===== src/rtl/adder_i4_o3_seq.sv =====
// Registered exact 2-bit + 2-bit unsigned adder with a valid-qualified input stage.
// Optional sample/carry statistics counters are enabled by defining ADDER_I4_O3_SEQ_STATS_EN.
module adder_i4_o3_seq (
  input  logic       clk,
  input  logic       rst_n,
  input  logic       in_valid,
  input  logic       pi0,
  input  logic       pi1,
  input  logic       pi2,
  input  logic       pi3,
  output logic       po0,
  output logic       po1,
  output logic       po2,
  output logic       out_valid,
  output logic [7:0] sample_cnt,
  output logic [7:0] carry_cnt
);

  localparam int unsigned OpW  = 2;
  localparam int unsigned SumW = 3;
  localparam int unsigned CntW = 8;

  logic [OpW-1:0]  op_a_c;
  logic [OpW-1:0]  op_b_c;
  logic [SumW-1:0] sum_c;
  logic [SumW-1:0] sum_d, sum_q;
  logic            out_valid_d, out_valid_q;

  // Zero-extend both operands so the carry lands in the top sum bit.
  assign op_a_c = {pi1, pi0};
  assign op_b_c = {pi3, pi2};
  assign sum_c  = SumW'(op_a_c) + SumW'(op_b_c);

  always_comb begin
    sum_d       = sum_q;
    out_valid_d = 1'b0;
    if (in_valid) begin
      sum_d       = sum_c;
      out_valid_d = 1'b1;
    end
  end

  always_ff @(posedge clk or negedge rst_n) begin
    if (!rst_n) begin
      sum_q       <= '0;
      out_valid_q <= 1'b0;
    end else begin
      sum_q       <= sum_d;
      out_valid_q <= out_valid_d;
    end
  end

  assign po0       = sum_q[0];
  assign po1       = sum_q[1];
  assign po2       = sum_q[2];
  assign out_valid = out_valid_q;

`ifdef ADDER_I4_O3_SEQ_STATS_EN
  logic [CntW-1:0] sample_cnt_d, sample_cnt_q;
  logic [CntW-1:0] carry_cnt_d, carry_cnt_q;

  // Saturating counters: hold at all-ones rather than wrap.
  always_comb begin
    sample_cnt_d = sample_cnt_q;
    carry_cnt_d  = carry_cnt_q;
    if (in_valid) begin
      if (sample_cnt_q != '1) begin
        sample_cnt_d = sample_cnt_q + CntW'(1);
      end
      if (sum_c[SumW-1] && (carry_cnt_q != '1)) begin
        carry_cnt_d = carry_cnt_q + CntW'(1);
      end
    end
  end

  always_ff @(posedge clk or negedge rst_n) begin
    if (!rst_n) begin
      sample_cnt_q <= '0;
      carry_cnt_q  <= '0;
    end else begin
      sample_cnt_q <= sample_cnt_d;
      carry_cnt_q  <= carry_cnt_d;
    end
  end

  assign sample_cnt = sample_cnt_q;
  assign carry_cnt  = carry_cnt_q;
`else
  assign sample_cnt = CntW'(0);
  assign carry_cnt  = CntW'(0);
`endif

endmodule


===== config.mk =====
export PLATFORM = sky130hd
export DESIGN_NAME = adder_i4_o3_seq
export DESIGN_NICKNAME = d
export VERILOG_FILES = /design/src/rtl/adder_i4_o3_seq.sv
export SDC_FILE = /design/constraint.sdc
export NUM_CORES = 1
export LEC_CHECK = 0
export ABC_CLOCK_PERIOD_IN_PS = 800
export CAP_MARGIN = 40
export CORE_AREA = 2 2 39 41
export DETAILED_ROUTE_END_ITERATION = 12
export DIE_AREA = 0 0 41 43
export PLACE_DENSITY = 0.75
export SYNTH_ARGS = -nofsm -noshare
export SYNTH_HDL_FRONTEND = slang
export SYNTH_SLANG_ARGS = --single-unit

===== constraint.sdc =====
create_clock -name clk -period 0.8 [get_ports clk]
set_input_delay 0.16 -clock clk [delete_from_list [all_inputs] [get_ports clk]]
set_output_delay 0.16 -clock clk [all_outputs]
set_load 0.05 [all_outputs]

# Word level (Yosys, flattened, before mapping)
# Index checks and enable logic that the tools add are counted.
# op_classes
addsub	1
muxes	1
# ops
cell	count
adder 2 x 2 -> 3 bit	1
2-to-1 mux 1 bit	1
# word_totals
ff_bits	4
in_bits	7
word_cells	4

# Depth between registers and ports, before layout
# logic_depth
depth_word	1
depth_mapped	4
ltp_nobuf	4

# Least setup slack after synthesis
# No wires, ideal clock.
# synth_path
path_kind	register -> register
startpoint	register sum_q[0] (netlist name)
endpoint	register sum_q[0]
setup_time_ps	125
arrival_time_ps	869
setup_slack_ps	-194
path_stages_with_launch	2
synth_period_minus_slack_ps	994
path_cell_list	dfrtp_1 > mux2_4
# synth_lines
item	line_no	source
to (signal assigned)	48	sum_q <= sum_d;
to (decl)	26	logic [SumW-1:0] sum_d, sum_q;

# Worst setup path in the final report
# layout_path
startpoint	register sum_q[2]
endpoint	output po2
# layout_lines
item	line_no	source
to (decl)	13	output logic po2,
# No word-level cell between the ends.

==> impl_metrics.yaml <==
outcome:
  run_status: "complete, but fails checks"
  violations_in_the_final_reports: "negative setup slack"
timing:
  post-route-period-util_pct: 122
  fin_ws_ns: -0.177
  timing.final.setup_violations: 6
  max_slew_violation_count: 0
  finalHoldViolCount: 0
  rsz0062_at_grt: "true"
  final.setup_skew_ns: 0
  period_needed_ns: 0.977
  max_freq_mhz: 1020
clock_tree:
  clk_pin_slew_worst_paths_ns: 0.04
  tritoncts: "done"
  cts_hold_repair.buffers: 0
  post_cts_buffers: 0
  cts_htree_levels: 1
  cts_sinks: 4
  clockBufferDepth: 2
  clock_latency_ns: 0.24
  cts.root.buffer_cell: "sky130_fd_sc_hd__clkbuf_4"
  cts_made_buffers: 3
flow_run:
  number_of_maximum_capacitance_violations: 0
worst_setup_path:
  worst_r2r_path_depth: 1
  reg2reg_from: "sum_q[0]$_DFFE_PN0P_"
  worst-setup-path-type: "reg -> out"
  critical_path_depth: 1
  r2r_end: "sum_q[0]$_DFFE_PN0P_"
  setup.worst_path.end_class: "primary output"
  setup.worst_path.start_class: "register"
  cp-endpoint: "po2"
  critPathMaxStageDelay_ns: 0.42
  worstSetupStartpoint: "sum_q[2]$_DFFE_PN0P_"
  critical_path_buf_inv_count: 1
  largest_fanout_of_any_net_on_the_critical_path: 2
  worst_ep_required_time_ns: 0.64
  cp_cell_sequence: "buf_12"
  cpLargestDelayFamily: "flip-flops"
  r2r_slack_ns: 0
  worst-endpoint-arrival_ns: 0.82
  slowest_stage: "sky130_fd_sc_hd__dfrtp_2"
yosys:
  synthesis.area_per_instance_sq_um: 10.0
  number_of_enable_type_register_cells_in_the_synthesized_netlist: 0
  post-synth-top-area-cell: "sky130_fd_sc_hd__buf_4"
  synthesis.yosys.warnings: 0
  yosys_register_bits: 4
  synth_cell_types: 8
  post-synth-top-area-fraction_pct: 38.7
  yosys-top-cells-area: "sky130_fd_sc_hd__buf_4 39%, sky130_fd_sc_hd__dfrtp_1 32%, sky130_fd_sc_hd__fa_1 6.5%, sky130_fd_sc_hd__mux2i_1 6.5%, sky130_fd_sc_hd__inv_1 6.0%"
  post-synth-top-count-cell: "sky130_fd_sc_hd__buf_4"
  gate_count_post_synth: 31
  synth.top_cells.by_count: "16 x sky130_fd_sc_hd__buf_4, 5 x sky130_fd_sc_hd__inv_1, 4 x sky130_fd_sc_hd__dfrtp_1"
  synthesis.area_sq_um: 310
  synthArstFlopShare_pct: 100
  ys_seq_area_share_pct: 32.3
  synth_ff_type: "sky130_fd_sc_hd__dfrtp_1"
global_routing:
  initial_antenna_violation_count: 0
  grt_pass1_wl_microns: 683
  grt_max_degree: 5
  globalRouteTotalUtil_pct: 7.27
  grt_pass1_vias: 168
  grt-ovfl-total: 0
die:
  io_pins: 27
  die-width_microns: 41
  floorplan.die.height_microns: 43
  rows: 14
  floorplan.core_area_sq_um: 1380
  total_die_area_sq_um: 1760
  initial_core_util_pct: 22.4
drt:
  detail_route.wl_per_cell_microns: 7.43
  post_drt_via_cell_ratio: 3.18
  drt_pass1_iterations: 1
  routed-via-count: 194
  ant_nets: 0
  wl_microns: 453
  initialDrtViolationCount: 0
  drcViolationCount: 0
final_layout:
  antenna_cells: 0
  layout.area.seq_sq_um: 103
  areaGrowthSynthToFinish_pct: 45.6
  nNetsFinal: 55
  stdcell_count: 61
  finalCoreUtilization_pct: 32.6
  multi_input_area_sq_um: 140
  final_layout_size_suffix_gt1_share_pct: 37.8
  fillerInstances: 146
pwr:
  power.share.clock_pct: 28.2
  p_sw_share_pct: 42.5
  p_total_mw: 1.00
  power.ir.vdd_worst_uv: 581
  total_leakage_power_nw: 0.240
  sequential_share_of_power_pct: 26.0
  p_sw_mw: 0.425
  combinationalPowerShare_pct: 45.8
  intPower_mw: 0.577
  pwr_density_cell_nw_per_um2: 2220
place:
  gp_congestion: 0.554
  io_buffer_count: 10
  detailedPlacementHpwl_microns: 398
  dp_cells: 57
hold_path:
  holdCritPathClass: "in -> async"
-- what timing repair did --
action,CTS,global route
pin swaps,1,2
endpoints found under the setup margin,7,7
gates resized for setup,13,4
-- cell type report --
type / instances / share of cell area, %
Inverter: 5 / 4.16
Clock buffer: 4 / 5.82
Tap cell: 16 / 4.43
Multi-Input combinational cell: 21 / 31.0
Sequential cell: 4 / 22.7
Timing Repair Buffer: 11 / 31.9
-- power by group through the flow --
stage               clock network [mW]  logic, mW  registers [mW]
floorplan                            0      0.267           0.344
global placement                     0      0.464           0.264
detailed placement                   0      0.465           0.264
CTS                              0.294      0.463           0.262
global route                     0.317      0.484           0.264
finish                           0.282      0.459           0.261
-- routing by layer --
layer / part of all wire [%] / global-route usage [%] / routed length, microns
met1: 26 / 4.25 / 117
met2: 53 / 10.0 / 240
met3: 18 / 6.28 / 80
met4: 3.1 / 10.0 / 14
met5: 0 / 0 / 0
-- per-stage QoR --
stage	setup slack (ns)	hold WS, ns	TNS, ns	area, sq um
floorplan	-0.158	-0.136	-0.329	382
global placement	-0.745	0.373	-1.93	429
detailed placement	-0.742	0.376	-1.95	429
CTS	-0.190	0.109	-0.760	454
global route	-0.202	0.117	-0.817	452
finish	-0.177	0.109	-0.657	452
-- cell usage in the layout, fill, tap and decap left out --
| cell type | synthesis | final |
|---|---|---|
| sky130_fd_sc_hd__clkbuf_4 | 0 | 3 |
| sky130_fd_sc_hd__clkbuf_2 | 0 | 1 |
| sky130_fd_sc_hd__dfrtp_2 | 0 | 2 |
| sky130_fd_sc_hd__clkbuf_1 | 0 | 1 |
| sky130_fd_sc_hd__clkdlybuf4s50_1 | 0 | 1 |
| sky130_fd_sc_hd__ha_4 | 0 | 1 |
| sky130_fd_sc_hd__inv_1 | 5 | 3 |
| sky130_fd_sc_hd__buf_12 | 0 | 4 |
| sky130_fd_sc_hd__clkdlybuf4s15_1 | 0 | 1 |
| sky130_fd_sc_hd__dfrtp_1 | 4 | 2 |
| sky130_fd_sc_hd__mux2_4 | 1 | 1 |
| sky130_fd_sc_hd__conb_1 | 1 | 16 |
| sky130_fd_sc_hd__fa_1 | 1 | 1 |
| sky130_fd_sc_hd__buf_6 | 0 | 2 |
| sky130_fd_sc_hd__dlygate4sd2_1 | 0 | 1 |
| sky130_fd_sc_hd__inv_2 | 0 | 2 |
| sky130_fd_sc_hd__buf_4 | 16 | 1 |
| sky130_fd_sc_hd__mux2i_1 | 2 | 2 |
-- state kept, by name, summed over array words and instances, names as in the netlist --
name       flops
out_valid      1
sum_q          3
-- logic make-up after synthesis --
| family | count (synthesis) | synth area share (%) |
|---|---|---|
| buf+inv | 21 | 44.8 |
| flops | 4 | 32.3 |
| mux | 3 | 11.3 |
| fa+ha+maj | 2 | 10.5 |
| other cells | 1 | 1.21 |
-- worst min path at each step --
| stage | depth (start not counted) | endpoint | slack (ns) |
|---|---|---|---|
| after floorplan | 0 | out_valid$_DFF_PN0_ | -0.14 |
| after CTS | 1 | sum_q[2]$_DFFE_PN0P_ | 0.11 |
| after detailed placement | 1 | sum_q[1]$_DFFE_PN0P_ | 0.38 |
| after global routing | 1 | sum_q[2]$_DFFE_PN0P_ | 0.12 |
| final | 1 | sum_q[2]$_DFFE_PN0P_ | 0.11 |
| after global placement | 1 | sum_q[1]$_DFFE_PN0P_ | 0.37 |
(Power assumes the default switching activity.)
